--- src/rtl/i2s_capture_ctrl.sv ---
// i2s_capture_ctrl: sequences the I2S receiver and packs a mono sample stream into double-banked frames.
module i2s_capture_ctrl #(
    parameter int DATA_BITS     = 16,
    parameter int FRAME_LOG2    = 8,
    parameter int DROP_CNT_BITS = 8
) (
    input  logic                     clk_i,
    input  logic                     rst_n,
    input  logic                     enable_i,
    input  logic [1:0]               ch_sel_i,
    output logic                     i2s_get_o,
    input  logic                     i2s_done_i,
    input  logic [DATA_BITS-1:0]     i2s_sample_data_L_i,
    input  logic [DATA_BITS-1:0]     i2s_sample_data_R_i,
    output logic                     buf_wr_en_o,
    output logic [FRAME_LOG2:0]      buf_wr_addr_o,
    output logic [DATA_BITS-1:0]     buf_wr_data_o,
    output logic                     frame_valid_o,
    output logic                     frame_bank_o,
    input  logic                     frame_ack_i,
    output logic                     overrun_o,
    output logic [DROP_CNT_BITS-1:0] drop_cnt_o
);
    typedef enum logic [1:0] {IDLE, SYNC, CAPTURE} state_t;
    state_t                state;
    logic                  sync1, sync2, sync3, done_evt;
    logic                  wr_bank, frame_done, valid_after_ack;
    logic [FRAME_LOG2-1:0] idx;
    logic [1:0]            ch_lat, ch_eff;
    logic [DATA_BITS:0]    mix_sum;
    logic [DATA_BITS-1:0]  sample;
    always_comb begin
        done_evt        = sync2 & ~sync3;
        ch_eff          = (idx == '0) ? ch_sel_i : ch_lat;
        mix_sum         = {i2s_sample_data_L_i[DATA_BITS-1], i2s_sample_data_L_i} +
                          {i2s_sample_data_R_i[DATA_BITS-1], i2s_sample_data_R_i};
        // floor((L+R)/2): drop the LSB of the sign-extended sum
        sample          = (ch_eff == 2'b01) ? i2s_sample_data_R_i :
                          (ch_eff == 2'b10) ? mix_sum[DATA_BITS:1] : i2s_sample_data_L_i;
        frame_done      = buf_wr_en_o & (&buf_wr_addr_o[FRAME_LOG2-1:0]);
        valid_after_ack = frame_valid_o & ~frame_ack_i;
    end
    always_ff @(posedge clk_i or negedge rst_n) begin
        if (!rst_n) begin
            state         <= IDLE;
            {sync3, sync2, sync1} <= 3'b000;
            wr_bank       <= 1'b0;
            idx           <= '0;
            ch_lat        <= 2'b00;
            i2s_get_o     <= 1'b0;
            buf_wr_en_o   <= 1'b0;
            buf_wr_addr_o <= '0;
            buf_wr_data_o <= '0;
            frame_valid_o <= 1'b0;
            frame_bank_o  <= 1'b0;
            overrun_o     <= 1'b0;
            drop_cnt_o    <= '0;
        end else begin
            {sync3, sync2, sync1} <= {sync2, sync1, i2s_done_i};
            buf_wr_en_o <= 1'b0;
            // ack is taken before the completing write decides publish vs drop
            if (frame_done && !valid_after_ack) begin
                frame_valid_o <= 1'b1;
                frame_bank_o  <= wr_bank;
                wr_bank       <= ~wr_bank;
            end else begin
                frame_valid_o <= valid_after_ack;
                if (frame_done) begin
                    overrun_o <= 1'b1;
                    if (!(&drop_cnt_o)) drop_cnt_o <= drop_cnt_o + 1'b1;
                end
            end
            if (state != IDLE && !enable_i) begin
                state     <= IDLE;
                i2s_get_o <= 1'b0;
                idx       <= '0;
            end else if (state == IDLE) begin
                if (enable_i) begin
                    state      <= SYNC;
                    i2s_get_o  <= 1'b1;
                    overrun_o  <= 1'b0;
                    drop_cnt_o <= '0;
                    idx        <= '0;
                end
            end else if (done_evt) begin
                if (state == SYNC) begin
                    state <= CAPTURE;
                    idx   <= '0;
                end else begin
                    buf_wr_en_o   <= 1'b1;
                    buf_wr_addr_o <= {wr_bank, idx};
                    buf_wr_data_o <= sample;
                    idx           <= idx + 1'b1;
                    if (idx == '0) ch_lat <= ch_sel_i;
                end
            end
        end
    end
endmodule

--- config.mk ---
export PLATFORM = sky130hd
export DESIGN_NAME = i2s_capture_ctrl
export DESIGN_NICKNAME = d
export VERILOG_FILES = /design/src/rtl/i2s_capture_ctrl.sv
export SDC_FILE = /design/constraint.sdc
export NUM_CORES = 1
export LEC_CHECK = 0
export ABC_AREA = 1
export CAP_MARGIN = 20
export CORE_MARGIN = 3
export CORE_UTILIZATION = 35
export DETAILED_ROUTE_END_ITERATION = 16
export GPL_ROUTABILITY_DRIVEN = 0
export SLEW_MARGIN = 10
export SYNTH_ARGS = -nofsm -noshare
export SYNTH_HDL_FRONTEND = slang
export SYNTH_SLANG_ARGS = --single-unit
--- constraint.sdc ---
create_clock -name clk_i -period 2 [get_ports clk_i]
set_clock_uncertainty 0.2 [all_clocks]
set_input_delay 0.4 -clock clk_i [delete_from_list [all_inputs] [get_ports clk_i]]
set_output_delay 0.4 -clock clk_i [all_outputs]
set_load 0.02 [all_outputs]
==> flow_summary.ini, run 1 <==
[timing]
setup_failing_eps_final = 5
finalWorstSetupSlack_ns = -0.0330
hold_viol_final = 0
report.final.slew_viol_count = 0
tightest_slew_ns = 0.299
tightest_hold_margin_ns = 0.150
layout_min_cycle_time_ns = 2.03
grt_setup_unrepaired = yes
slew-limit-headroom_pct = 79.9
min_period_over_period_pct = 102
fmax_mhz = 492

[floorplan]
core.rowCount = 38
coreArea_um2 = 11000
dieWidth_um = 113
design.die.area_um2 = 12800
start_util_pct = 36.5
io_pins = 77
die_y_um = 113

[outcome]
status = finished with violations
violated_checks = setup timing

[clocking]
clock_latency_ns = 0.29
cts_num_sinks = 54
cts_max_path_buffers = 2
tritoncts.num_buffers = 5
worst_setup_hold_path_clk_slew_ns = 0.08
cts.root.buffer_cell = clkbuf_16
clock_tree.htree_level_count = 2
tritoncts_clock_tree = yes

[drt]
drt.antenna.violating_nets = 0
number_of_optimization_iterations_in_the_first_detailed_route_pass = 4
vias = 4463
drt-initial-drc-count = 233
route.detailed.drc = 0
routed_wire_length_per_instance_um = 13.9
per_cell_via_count_in_the_routed_design = 4.82
drt-total-wl_um = 12800

[min_path]
worst_hold_path_type = flop to flop
worst_hold_path.num_cells = 0
min_delay_worst_endpoint = sync2
timing.hold.worst.start = sync1

[global_route]
groute.usage.overall_pct = 19.4
globalRoute.busiestLayer = met2
global_route.usage.met2_pct = 35.3
global_route.usage.met1_pct = 23.9
grt_antenna_before_repair = 0
global_route.overflow_total = 0
first_global_vias = 4443
largest_net_degree_at_the_start_of_global_routing = 55
grt_pass1_wl_um = 20400
grt_util_met3_pct = 2.25

[critical_path]
r2r.worst_path.cells = 11
worstReg2RegStart = state[0]
crit_buf_inv = 3
critPathMaxFanout = 4
setup.reg_to_reg.worst_slack_ns = -0.03
critPathSlowestCell = dfrtp_1
critPathLaunchType = flop
crit_path_cell_trace = nor2_2, inv_2, ha_4, a21oi_4, nand2_4, o21ai_4, buf_6, clkinvlp_4, nand4_1, xor2_1, nor2_1
worst_path_largest_cell_delay_ns = 0.40
cp.required_ns = 1.97
r2r-end = idx[7]
worst-setup-path-type = flop to flop
setup.worst_path.end_class = flop
worst-endpoint-arrival_ns = 2.00
category_of_cells_accounting_for_the_largest_share_of_critical_path_delay = simple AND/OR/NAND/NOR gates

[power_and_ir_drop]
power.total_mw = 6.51
vdd.ir_drop.worst_mv = 0.544
pleak_nw = 3.34
power_density_nw_per_um2 = 1000

[logic_synthesis]
synthXorXnorAreaFrac_pct = 1.09
post_synth_instance_area_um2 = 4030
fraction_of_the_mapped_netlist_area_in_adder_cells_pct = 7.02
dominant_combinational_cell_family_by_area_after_synthesis = simple AND/OR/NAND/NOR gates
synth_seq_area_share_pct = 33.5
postSynthNetCount = 665
netlist_instances = 604
yosys_warnings = 0
synthSimpleGateAreaFrac_pct = 38.9
syn_area_per_cell_um2 = 6.67
synth.mux.area_fraction_pct = 0.280
post_synthesis_compound_gate_area_fraction_pct = 6.99
postSynthRegisterBits = 54
synth.distinct_cells = 35

[finish]
syn_to_final_growth_pct = 61.3
nNetsFinal = 845
most-common-layout-cells = nand2_1, inv_1, buf_4
most_common_cell_after_layout_fill_and_taps_aside = nand2_1
post_route_cells_drive_above_1_share_pct = 31.2
n_antenna_cell = 0
layout.cell_area.non_filler_um2 = 6500

[place]
placement.cell_area_um2 = 5550
post-dp-hpwl_um = 9290
numPortBuffers = 76

[job]
max_cap_viol_count = 0
==> timing repair <==
| action | 4_1_cts | 5_1_grt |
|---|---|---|
| gates resized for setup | 85 | 95 |
| hold buffers | 1 | 0 |
| hold endpoints to repair | 54 | 0 |
| cloned | 2 | 1 |
| pin swaps | 26 | 33 |
| endpoints found under the setup margin | 31 | 40 |
| buffers inserted | 9 | 16 |
==> cells in the mapped netlist (all sizes together) <==
| master | number | share of area [%] |
|---|---|---|
| nand2 | 194 | 19 |
| clkinv | 1 | 0.093 |
| nand3b | 6 | 1.1 |
| a21oi | 24 | 3.0 |
| o211a | 1 | 0.25 |
| ha | 21 | 6.5 |
| nand3 | 52 | 6.8 |
| nand4 | 9 | 1.4 |
| and2 | 4 | 0.62 |
| or2 | 7 | 1.1 |
| mux2 | 1 | 0.28 |
| nor4 | 2 | 0.31 |
| a22oi | 1 | 0.19 |
| nor2 | 69 | 7.3 |
| xor2 | 5 | 1.1 |
| nor3 | 7 | 0.87 |
| dfrtp | 54 | 34 |
| o21bai | 1 | 0.19 |
| o21ai | 25 | 3.4 |
| inv | 109 | 10 |
| nor3b | 1 | 0.19 |
| buf | 9 | 2.0 |
| fa | 1 | 0.50 |
==> report_power, final <==
part	total (mW)	internal, mW	switching (mW)	leakage [nW]
Combinational	3.96	1.90	2.05	2.57
Clock	1.00	0.593	0.411	0.0771
Sequential	1.55	1.36	0.189	0.686
Total	6.51	3.85	2.65	3.34
==> stage by stage <==
stage,utilization (%),setup TNS (ns),worst slack [ns],std cells
final,58.9,-0.0995,-0.0330,925
after global routing,58.9,-1.32,-0.133,925
after CTS,55.8,-0.00431,-0.00431,912
after floorplan,-,0,0.0125,604
after global placement,50.3,-13.86,-0.461,892
after detailed placement,50.3,-14.24,-0.526,892
==> cell type report <==
cell class | count | area (um^2)
tap | 140 | 175
inverter | 110 | 424
clock inverter | 2 | 37.5
timing repair buffer | 182 | 1680
sequential | 54 | 1350
fill | 1003 | 4530
multi-input combinational | 431 | 2700
clock buffer | 6 | 129
==> flip-flops by register name, indices dropped and copies added (netlist names) <==
name / count
overrun_o: 1
i2s_get_o: 1
buf_wr_en_o: 1
sync1: 1
frame_bank_o: 1
idx: 8
sync2: 1
sync3: 1
state: 2
drop_cnt_o: 8
ch_lat: 2
wr_bank: 1
buf_wr_addr_o: 9
buf_wr_data_o: 16
frame_valid_o: 1
==> worst max-delay path by stage <==
stage,start,to,slack (ns),cells after the start
2_1_floorplan,state[1],buf_wr_data_o[10],0.01,11
3_3_place_gp,i2s_sample_data_L_i[1],buf_wr_data_o[3],-0.46,9
3_5_place_dp,i2s_sample_data_L_i[1],buf_wr_data_o[3],-0.53,9
4_1_cts,idx[1],buf_wr_data_o[3],-0.004,13
5_1_grt,state[0],idx[4],-0.13,13
6_report,state[0],idx[7],-0.03,11
==> metal layers <==
| layer | vias up | part of all wire [%] | wire (um) |
|---|---|---|---|
| met3 | 28 | 4.4 | 559 |
| met4 | 0 | 2.7 | 346 |
| li1 | 2244 | - | - |
| met1 | 2075 | 42 | 5400 |
| met5 | - | 0 | 0 |
| met2 | 116 | 51 | 6510 |
==> logic make-up (layout without fill, tap and decap cells) <==
logic type | count (synthesis) | count (layout)
AND/OR/NAND/NOR | 351 | 351
buffers and inverters | 119 | 300
flip-flops | 54 | 54
AO/OA/AOI/OAI | 52 | 52
adder cells (fa/ha/maj) | 22 | 22
XOR/XNOR | 5 | 5
multiplexers | 1 | 1
Power figures use the tool's default switching activity.
==> inputs of run 2 (changes only) <==
==> constraint.sdc (replaced) <==
create_clock -name clk_i -period 1.69 [get_ports clk_i]
set_clock_uncertainty 0.2 [all_clocks]
set_input_delay 0.338 -clock clk_i [delete_from_list [all_inputs] [get_ports clk_i]]
set_output_delay 0.338 -clock clk_i [all_outputs]
set_load 0.02 [all_outputs]
==> flow_summary.ini, run 2 (same netlist as run 1, synthesis figures left out) <==
[outcome]
status = finished with violations
violated_checks = setup timing

[critical_path]
setup.worst_path.end_class = flop
worst_path_largest_cell_delay_ns = 0.39
crit_buf_inv = 2
critPathLaunchType = flop
critPathSlowestCell = dfrtp_1
worst-endpoint-arrival_ns = 1.98
category_of_cells_accounting_for_the_largest_share_of_critical_path_delay = simple AND/OR/NAND/NOR gates
cp_common_cell = nand2_4
crit_path_cell_trace = inv_2, ha_4, nand2_4, nor2_4, nand2_4, nand2_4, nand2_8, nor2_4, buf_6, nand2_1, nand3_1, a21oi_1
critPathMaxFanout = 6
cp.required_ns = 1.68
worst-setup-path-type = flop to flop

[min_path]
worst_hold_path_type = flop to flop

[drt]
drt-total-wl_um = 12100
drt-initial-drc-count = 216
routed_wire_length_per_instance_um = 13.4
number_of_optimization_iterations_in_the_first_detailed_route_pass = 4
per_cell_via_count_in_the_routed_design = 4.77
drt.antenna.violating_nets = 0
route.detailed.drc = 0
vias = 4339

[clocking]
cts_num_sinks = 54
tritoncts_clock_tree = yes
cts_max_path_buffers = 2
tritoncts.num_buffers = 5
clock_tree.htree_level_count = 2
worst_setup_hold_path_clk_slew_ns = 0.08
clock_latency_ns = 0.29
cts.root.buffer_cell = clkbuf_16

[finish]
post_route_cells_drive_above_1_share_pct = 31.2
nNetsFinal = 829
syn_to_final_growth_pct = 59.7
fillCellCount = 1046
most-common-layout-cells = nand2_1, inv_1, buf_4
most_common_cell_after_layout_fill_and_taps_aside = nand2_1
layout_top_registers = buf_wr_data_o (16), buf_wr_addr_o (9)
max_flop_register = buf_wr_data_o
largest_register_ff_count = 16
n_antenna_cell = 0

[global_route]
global_route.overflow_total = 0
groute.usage.overall_pct = 18.8
first_global_vias = 4430
grt_pass1_wl_um = 20000
largest_net_degree_at_the_start_of_global_routing = 55
grt_antenna_before_repair = 0

[timing]
setup_failing_eps_final = 38
tightest_slew_ns = 0.301
min_period_over_period_pct = 118
grt_setup_unrepaired = yes
tightest_hold_margin_ns = 0.149
report.final.slew_viol_count = 0
setup_tns_ns = -7.86
layout_min_cycle_time_ns = 1.99
fmax_mhz = 502
slew-limit-headroom_pct = 79.8
finalWorstSetupSlack_ns = -0.303
hold_viol_final = 0

[power_and_ir_drop]
vdd.ir_drop.worst_mv = 0.775
power_density_nw_per_um2 = 1140
pleak_nw = 3.41

[job]
max_cap_viol_count = 0

[floorplan]
design.die.area_um2 = 12800
io_pins = 77
dieWidth_um = 113
die_y_um = 113
core.rowCount = 38
start_util_pct = 36.5
coreArea_um2 = 11000

[place]
place_worst_setup_slack_ns = -0.783
post-dp-hpwl_um = 8810
numPortBuffers = 76
run 2: cell count changes in the layout (fill, tap and decap cells not counted), moves of 5 or more:
| cell | before | now |
|---|---|---|
| nand3_2 | 19 | 13 |
| buf_4 | 84 | 68 |
| nor2_4 | 6 | 11 |
| o21ai_0 | 17 | 7 |
| dlygate4sd2_1 | 25 | 63 |
| o21ai_1 | 7 | 14 |
| clkdlybuf4s50_1 | 44 | 8 |
run 2: final cells by class:
cell class / count / area [um^2] / area share (%)
clock buffers: 6 / 139 / 2.16
inverters: 110 / 428 / 6.65
multi-input cells: 431 / 2820 / 43.8
repair buffers: 166 / 1500 / 23.4
well taps: 140 / 175 / 2.72
clock inverters: 2 / 16.3 / 0.253
flip-flops and latches: 54 / 1350 / 21.0
run 2: final timing paths:
kind	start	depth (start not counted)	slack [ns]	to
setup / recovery	idx[0]	12	-0.30	buf_wr_data_o[6]
setup reg to reg	idx[0]	12	-0.30	buf_wr_data_o[6]
hold reg to reg	sync1	0	0.15	sync2
min in group asynchronous	rst_n	3	0.37	i2s_get_o
hold / removal	sync1	0	0.15	sync2
max in group asynchronous	rst_n	3	0.63	drop_cnt_o[0]
run 2: power breakdown:
group          total (mW)  internal (mW)  leakage, nW  switching, mW
Sequential           1.80           1.61        0.682          0.191
Combinational        4.45           2.00         2.66           2.44
Clock                1.11          0.597       0.0735          0.512
Total                7.35           4.21         3.41           3.14
run 2: timing repair:
item | in CTS | in global routing
hold buffers | 1 | 0
endpoints found under the setup margin | 82 | 46
pin swaps | 17 | 16
hold endpoints to repair | 54 | 0
buffers inserted | 7 | 7
gates resized for setup | 140 | 83
cloned | 0 | 2
run 2: metal layers:
| metal | part of all wire (%) | track usage, % |
|---|---|---|
| met1 | 43 | 23.4 |
| met2 | 51 | 33.8 |
| met3 | 3.4 | 2.51 |
| met4 | 2.7 | 5.45 |
| met5 | 0 | 0 |
run 2: per-stage QoR:
stage / power (mW) / util (%) / std cells / instance area, um^2
after floorplan: 3.96 / - / 604 / 4110
after global placement: 5.53 / 50.5 / 885 / 5570
after detailed placement: 5.58 / 50.5 / 885 / 5570
after CTS: 6.91 / 54.9 / 901 / 6060
after global routing: 7.90 / 58.3 / 909 / 6430
final: 7.35 / 58.3 / 909 / 6430
